$ cat src/rtl/fp_normalize_l.sv
// Two-stage significand normalizer: stage 1 captures the operand and its leading-zero
// count, stage 2 shifts left and adjusts the exponent, clamping at exponent zero.
module fp_normalize_l (
   input  logic        clk,
   input  logic        rst_n,
   input  logic        in_valid,
   output logic        in_ready,
   input  logic [15:0] mant_in,
   input  logic [4:0]  exp_in,
   output logic        out_valid,
   input  logic        out_ready,
   output logic [15:0] mant_out,
   output logic [4:0]  exp_out,
   output logic        zero,
   output logic        underflow
);

   localparam int unsigned MW  = 16;
   localparam int unsigned EW  = 5;
   localparam int unsigned LZW = 5;

   typedef struct packed {
      logic [MW-1:0]  mant;
      logic [EW-1:0]  exp;
      logic [LZW-1:0] lz;
   } s1_t;

   typedef struct packed {
      logic [MW-1:0] mant;
      logic [EW-1:0] exp;
      logic          zero;
      logic          underflow;
   } s2_t;

   logic           s1_valid_q, s1_valid_d;
   logic           s2_valid_q, s2_valid_d;
   s1_t            s1_q, s1_d;
   s2_t            s2_q, s2_d;
   s2_t            res_c;
   logic [LZW-1:0] lz_c;
   logic [LZW-1:0] shamt_c;
   logic           clamp_c;
   logic           s2_load_c;
   logic           in_fire_c;

   // Leading-zero count of the incoming significand; all-zero input reads as MW.
   always_comb begin
      lz_c = LZW'(MW);
      for (int i = 0; i < int'(MW); i++) begin
         if (mant_in[i]) lz_c = LZW'(int'(MW) - 1 - i);
      end
   end

   // Shift is limited by the exponent so the result never drops below exponent zero.
   always_comb begin
      clamp_c = (s1_q.lz > s1_q.exp);
      shamt_c = clamp_c ? s1_q.exp : s1_q.lz;
      res_c   = '0;
      if (s1_q.mant == '0) begin
         res_c.zero = 1'b1;
      end else begin
         res_c.mant      = (shamt_c >= LZW'(MW)) ? '0 : (s1_q.mant << shamt_c);
         res_c.exp       = clamp_c ? '0 : (s1_q.exp - s1_q.lz);
         res_c.underflow = clamp_c;
      end
   end

   assign s2_load_c = !s2_valid_q || out_ready;
   assign in_ready  = !s1_valid_q || s2_load_c;
   assign in_fire_c = in_valid && in_ready;

   // Pipeline advance: a stage loads when empty or when its occupant moves on.
   always_comb begin
      s1_valid_d = s1_valid_q;
      s1_d       = s1_q;
      s2_valid_d = s2_valid_q;
      s2_d       = s2_q;
      if (in_fire_c) begin
         s1_valid_d = 1'b1;
         s1_d       = '{mant: mant_in, exp: exp_in, lz: lz_c};
      end else if (s2_load_c) begin
         s1_valid_d = 1'b0;
      end
      if (s2_load_c) begin
         s2_valid_d = s1_valid_q;
         if (s1_valid_q) s2_d = res_c;
      end
   end

   always_ff @(posedge clk or negedge rst_n) begin
      if (!rst_n) begin
         s1_valid_q <= 1'b0;
         s2_valid_q <= 1'b0;
         s1_q       <= '0;
         s2_q       <= '0;
      end else begin
         s1_valid_q <= s1_valid_d;
         s2_valid_q <= s2_valid_d;
         s1_q       <= s1_d;
         s2_q       <= s2_d;
      end
   end

   assign out_valid = s2_valid_q;
   assign mant_out  = s2_q.mant;
   assign exp_out   = s2_q.exp;
   assign zero      = s2_q.zero;
   assign underflow = s2_q.underflow;

endmodule

$ cat config.mk
export PLATFORM = sky130hd
export DESIGN_NAME = fp_normalize_l
export DESIGN_NICKNAME = d
export VERILOG_FILES = /design/src/rtl/fp_normalize_l.sv
export SDC_FILE = /design/constraint.sdc
export NUM_CORES = 1
export LEC_CHECK = 0
export BUFFER_PORTS_ARGS = -buffer_cell sky130_fd_sc_hd__buf_2
export CAP_MARGIN = 0
export CORE_MARGIN = 2
export CORE_UTILIZATION = 55
export CTS_CLUSTER_DIAMETER = 40
export CTS_CLUSTER_SIZE = 40
export DETAILED_ROUTE_END_ITERATION = 8
export GPL_TIMING_DRIVEN = 0
export HOLD_SLACK_MARGIN = 0.12
export MAX_ROUTING_LAYER = met4
export PLACE_DENSITY = 0.78
export SYNTH_ARGS = -nofsm -noshare
export SYNTH_HDL_FRONTEND = slang
export SYNTH_SLANG_ARGS = --single-unit
$ cat constraint.sdc
create_clock -name clk -period 3.7 [get_ports clk]
set_clock_uncertainty 0.15 [all_clocks]
set_input_delay 0.74 -clock clk [delete_from_list [all_inputs] [get_ports clk]]
set_output_delay 0.74 -clock clk [all_outputs]
set_load 0.005 [all_outputs]
After elaboration in Yosys (flattened, before gate mapping)
Index checks and enable logic that the tools add are counted.
{ "classes": {"addsub": 1, "n_shift": 1, "order_cmp": 2, "mux": 24, "n_reduce_logical": 8} }
{ "ops": {"columns": ["op", "count"], "rows": [
  ["5-bit two-way mux", 18],
  ["21-bit two-way mux", 1],
  ["16-bit zero test", 1],
  ["16-bit two-way mux", 1],
  ["16-bit by 5-bit left shift with 16-bit output", 1],
  ["5-bit greater-or-equal comparator, second input constant", 1],
  ["5-bit > comparator", 1],
  ["5-bit subtractor", 1],
  ["1-bit two-way mux", 4],
  ["1-bit zero test", 2],
  ["1-bit logical OR", 2],
  ["2-bit AND reduction", 1],
  ["2-bit nonzero test", 1],
  ["1-bit logical AND", 1]
]} }
{ "word_totals": {"inputBits": 25, "word_cells": 45, "output_inout_bits": 25, "ff_bits": 51} }

Longest topological paths before layout
{ "depth": {"word_depth": 16, "ltp_mapped": 12, "ltp_nobuf": 10} }

Worst setup path after synthesis
OpenSTA, ideal clock, no wires.
{ "synth_timing": {"path_kind": "reg-to-reg", "from": "register s1_q[4] (netlist bit)", "to": "register s2_q, in the netlist mant_out[12]", "n_path_buf": 2, "path_stages_with_launch": 12, "arrival_ns": 2.606, "path_slack_ns": 0.823, "cell_sequence": "dfrtp_1 inv_1 ha_1 buf_4 and3_1 a221o_1 a311oi_2 buf_4 mux2_2 o21ai_0 o211ai_1 a32o_1"} }
{ "synth_between": {"elab_chain_len": 5} }
{ "synth_rtl": {"columns": ["element", "line", "rtl"], "rows": [
  ["start: declaration", "37", "s1_t s1_q, s1_d;"],
  ["start signal: assignment", "94", "s1_q <= '0;"],
  ["start signal: assignment", "99", "s1_q <= s1_d;"],
  ["5-bit > comparator", "56", "clamp_c = (s1_q.lz > s1_q.exp);"],
  ["5-bit two-way mux (*)", "57", "shamt_c = clamp_c ? s1_q.exp : s1_q.lz;"],
  ["16-bit by 5-bit left shift with 16-bit output / 5-bit greater-or-equal comparator (equally long branches)", "62", "res_c.mant = (shamt_c >= LZW'(MW)) ? '0 : (s1_q.mant << shamt_c);"],
  ["16-bit two-way mux (*)", "62", null],
  ["21-bit two-way mux (*)", "59", "if (s1_q.mant == '0) begin"],
  ["end signal: assignment", "95", "s2_q <= '0;"],
  ["end signal: assignment", "100", "s2_q <= s2_d;"],
  ["end: declaration", "38", "s2_t s2_q, s2_d;"]
]} }
Every way passes the cells marked *; elsewhere a longest branch is shown, timed or not.
A chain may end at the register's enable or synchronous reset.

Final worst setup path
{ "layout_timing": {"from": "register s1_q[4] (netlist bit)", "to": "register s2_q, in the netlist mant_out[5]"} }
Same word-level chain as after synthesis.

==> impl_metrics.json <==
{
  "mappedNetlistNets": 323,
  "grt_util_all_layers_pct": 23.6,
  "synth_ff_type": "dfrtp_1",
  "synth.avg_cell_area_um2": 10.2,
  "crit_path_end_kind": "flip-flop",
  "critical_path_arrival_ps": 3220,
  "synth.yosys.seq_area_share_pct": 42.7,
  "postCtsHoldBufs": 0,
  "cts.clk_slew.worst_paths_ps": 90,
  "leakage_nw": 1.63,
  "placeableCoreArea_um2": 5170,
  "hold_path_class": "flip-flop to flip-flop",
  "ys_seq_elements": 51,
  "max_cap_violations": 0,
  "crit_required_ps": 3730,
  "number_of_synthesis_warnings": 0,
  "design.final.nets": 379,
  "drive_above_1_share_pct": 26.1,
  "cts_setup_buffers": 0,
  "first_iter_violations": 180,
  "max_slew_margin_pct": 27.3,
  "fin_crit_ps": 3200,
  "route.antenna.remaining_nets": 0,
  "port-buffer-count": 49,
  "grt_pass1_wl_mm": 11.1,
  "area_delta_synth_final_pct": 14.5,
  "dieArea_um2": 6040,
  "critPathKind": "flip-flop to flip-flop",
  "power_w": 0.00191,
  "vias_per_cell": 5.83,
  "synth_enable_flop_cells": 0,
  "die_w_um": 77.7,
  "grt_antenna_before_repair": 0,
  "layout.cells.most_common_list": "51 x buf_2, 51 x dfrtp_1, 31 x mux2i_1",
  "global_route.overflow_total": 0,
  "tightestPinTransition_ps": 1090,
  "postLayoutCoreUtil_pct": 66.1,
  "hold_viol": 0,
  "initial_cell_density_of_the_core_pct": 57.7,
  "ff2ff_path_depth": 11,
  "syn_area_um2": 2990,
  "worst_setup_path_start_kind": "flip-flop",
  "firstDrtPassIters": 8,
  "grt_setup_unrepaired": "no",
  "cts_max_path_buffers": 2,
  "final_min_period_over_clock_period_pct": 86.4,
  "routability_congestion": 0.881,
  "synth_async_sr_flop_share_pct": 100,
  "cts_sinks": 51,
  "via_count": 2443,
  "worst_skew_pair.late_latency_ps": 310,
  "slew_viol_final": 0,
  "clock-root-buffer": "clkbuf_8",
  "power.density_nw_per_um2": 559,
  "tritoncts": "built",
  "cts.repair.resized": 0,
  "die_y_um": 77.7,
  "antennaDiodeCount": 0,
  "wl_mm": 6.50,
  "dp.final_hpwl_mm": 5.08,
  "maxClockFrequency_mhz": 313,
  "numCtsBuffers": 5,
  "tns_ps": 0,
  "io_pins": 50,
  "critical_path_peak_fanout": 10,
  "avgRoutedWirePerCell_um": 15.5,
  "whs_path_depth": 2,
  "vdd.ir_drop.worst_uv": 291,
  "post_synth_num_cell_types": 49,
  "setup_violations": 0,
  "largest_net_degree_at_the_start_of_global_routing": 52,
  "drcViolationCount": 0,
  "first_global_vias": 2258,
  "clock_tree.htree_level_count": 2,
  "rows": 26,
  "netlist_instances": 292,
  "outcome": "complete, no violations"
}
==> registers in the layout, summed over array words and instances (netlist names) <==
name and flops:
exp_out 5, mant_out 16, out_valid 1, s1_q 26, s1_valid_q 1, underflow 1, zero 1
==> cell usage after synthesis (4+ instances only) <==
| cell type | count | area (µm²) |
|---|---|---|
| dfrtp_1 | 51 | 1280 |
| mux2i_1 | 31 | 310 |
| nand2_1 | 30 | 113 |
| mux2_2 | 23 | 259 |
| o21ai_0 | 18 | 90.1 |
| a21oi_1 | 15 | 75.1 |
| inv_1 | 12 | 45.0 |
| nor2_1 | 11 | 41.3 |
| nand2b_1 | 8 | 50.1 |
| nor4_1 | 7 | 43.8 |
| a211oi_1 | 6 | 45.0 |
| a22oi_1 | 6 | 45.0 |
| nor3_1 | 6 | 30.0 |
| a22o_1 | 5 | 43.8 |
| ha_1 | 5 | 62.6 |
| nand4_1 | 5 | 31.3 |
| a21o_1 | 4 | 30.0 |
| clkbuf_1 | 4 | 15.0 |
==> stage by stage <==
step                instance area (µm²)  setup slack, ps  hold slack (ps)  instances
floorplan                          2990              823              294        292
global placement                   3320              604              306        411
global route                       3420              319              359        419
CTS                                3420              514              335        419
finish                             3420              502              326        419
detailed placement                 3320              531              313        411
==> per-layer routing <==
layer  routed length, µm  vias up  track usage, %  part of all wire (%)
met4                  85        0            6.43                   1.3
met1                3140     1152            32.6                    48
met3                 319        8            3.95                   4.9
li1                    -     1204               -                     -
met5                   0        -               -                     0
met2                2960       79            36.5                    45
==> cells by family after synthesis <==
group                      after synthesis  synth area share (%)
AOI/OAI and AO/OA                       74                  17.3
muxes                                   54                  19.1
xor gates and xnor gates                 2                 0.587
buffers and inverters                   24                  3.98
and+or+nand+nor                         81                  13.5
DFF                                     51                  42.7
adders and majority gates                6                  2.77
==> area by class of cell <==
class                           instances  area (µm²)
Tap cell                               70        87.6
Sequential cell                        51        1280
Clock inverter                          2        16.3
Timing Repair Buffer                   49         245
Inverter                               12        45.0
Fill cell                             439        1750
Multi-Input combinational cell        217        1590
Buffer                                 12        73.8
Clock buffer                            6        82.6
==> worst paths after layout <==
kind,start,end,slack [ps]
worst min-delay path,mant_out[0],mant_out[0],330
worst max register to register,s1_q[4],mant_out[5],500
worst min register to register,mant_out[0],mant_out[0],330
worst max-delay path,s1_q[4],mant_out[5],500
max in group asynchronous,rst_n,s1_valid_q,2260
min in group asynchronous,rst_n,s1_q[8],480
==> critical path: stages (launching register included) <==
cell and delay (ps):
dfrtp_1 420, inv_1 60, ha_1 280, buf_4 160
and3_1 140, a221o_1 270, a311oi_2 400, buf_4 280
mux2i_1 330, mux2i_1 180, mux2i_1 260, o21ai_0 130
==> power breakdown <==
part / switching (W) / internal, W / total, W
sequential: 0.0000983 / 0.000691 / 0.000790
clock: 0.000190 / 0.000153 / 0.000342
combinational: 0.000412 / 0.000369 / 0.000780
total: 0.000699 / 0.00121 / 0.00191
Power figures use the tool's default switching activity.
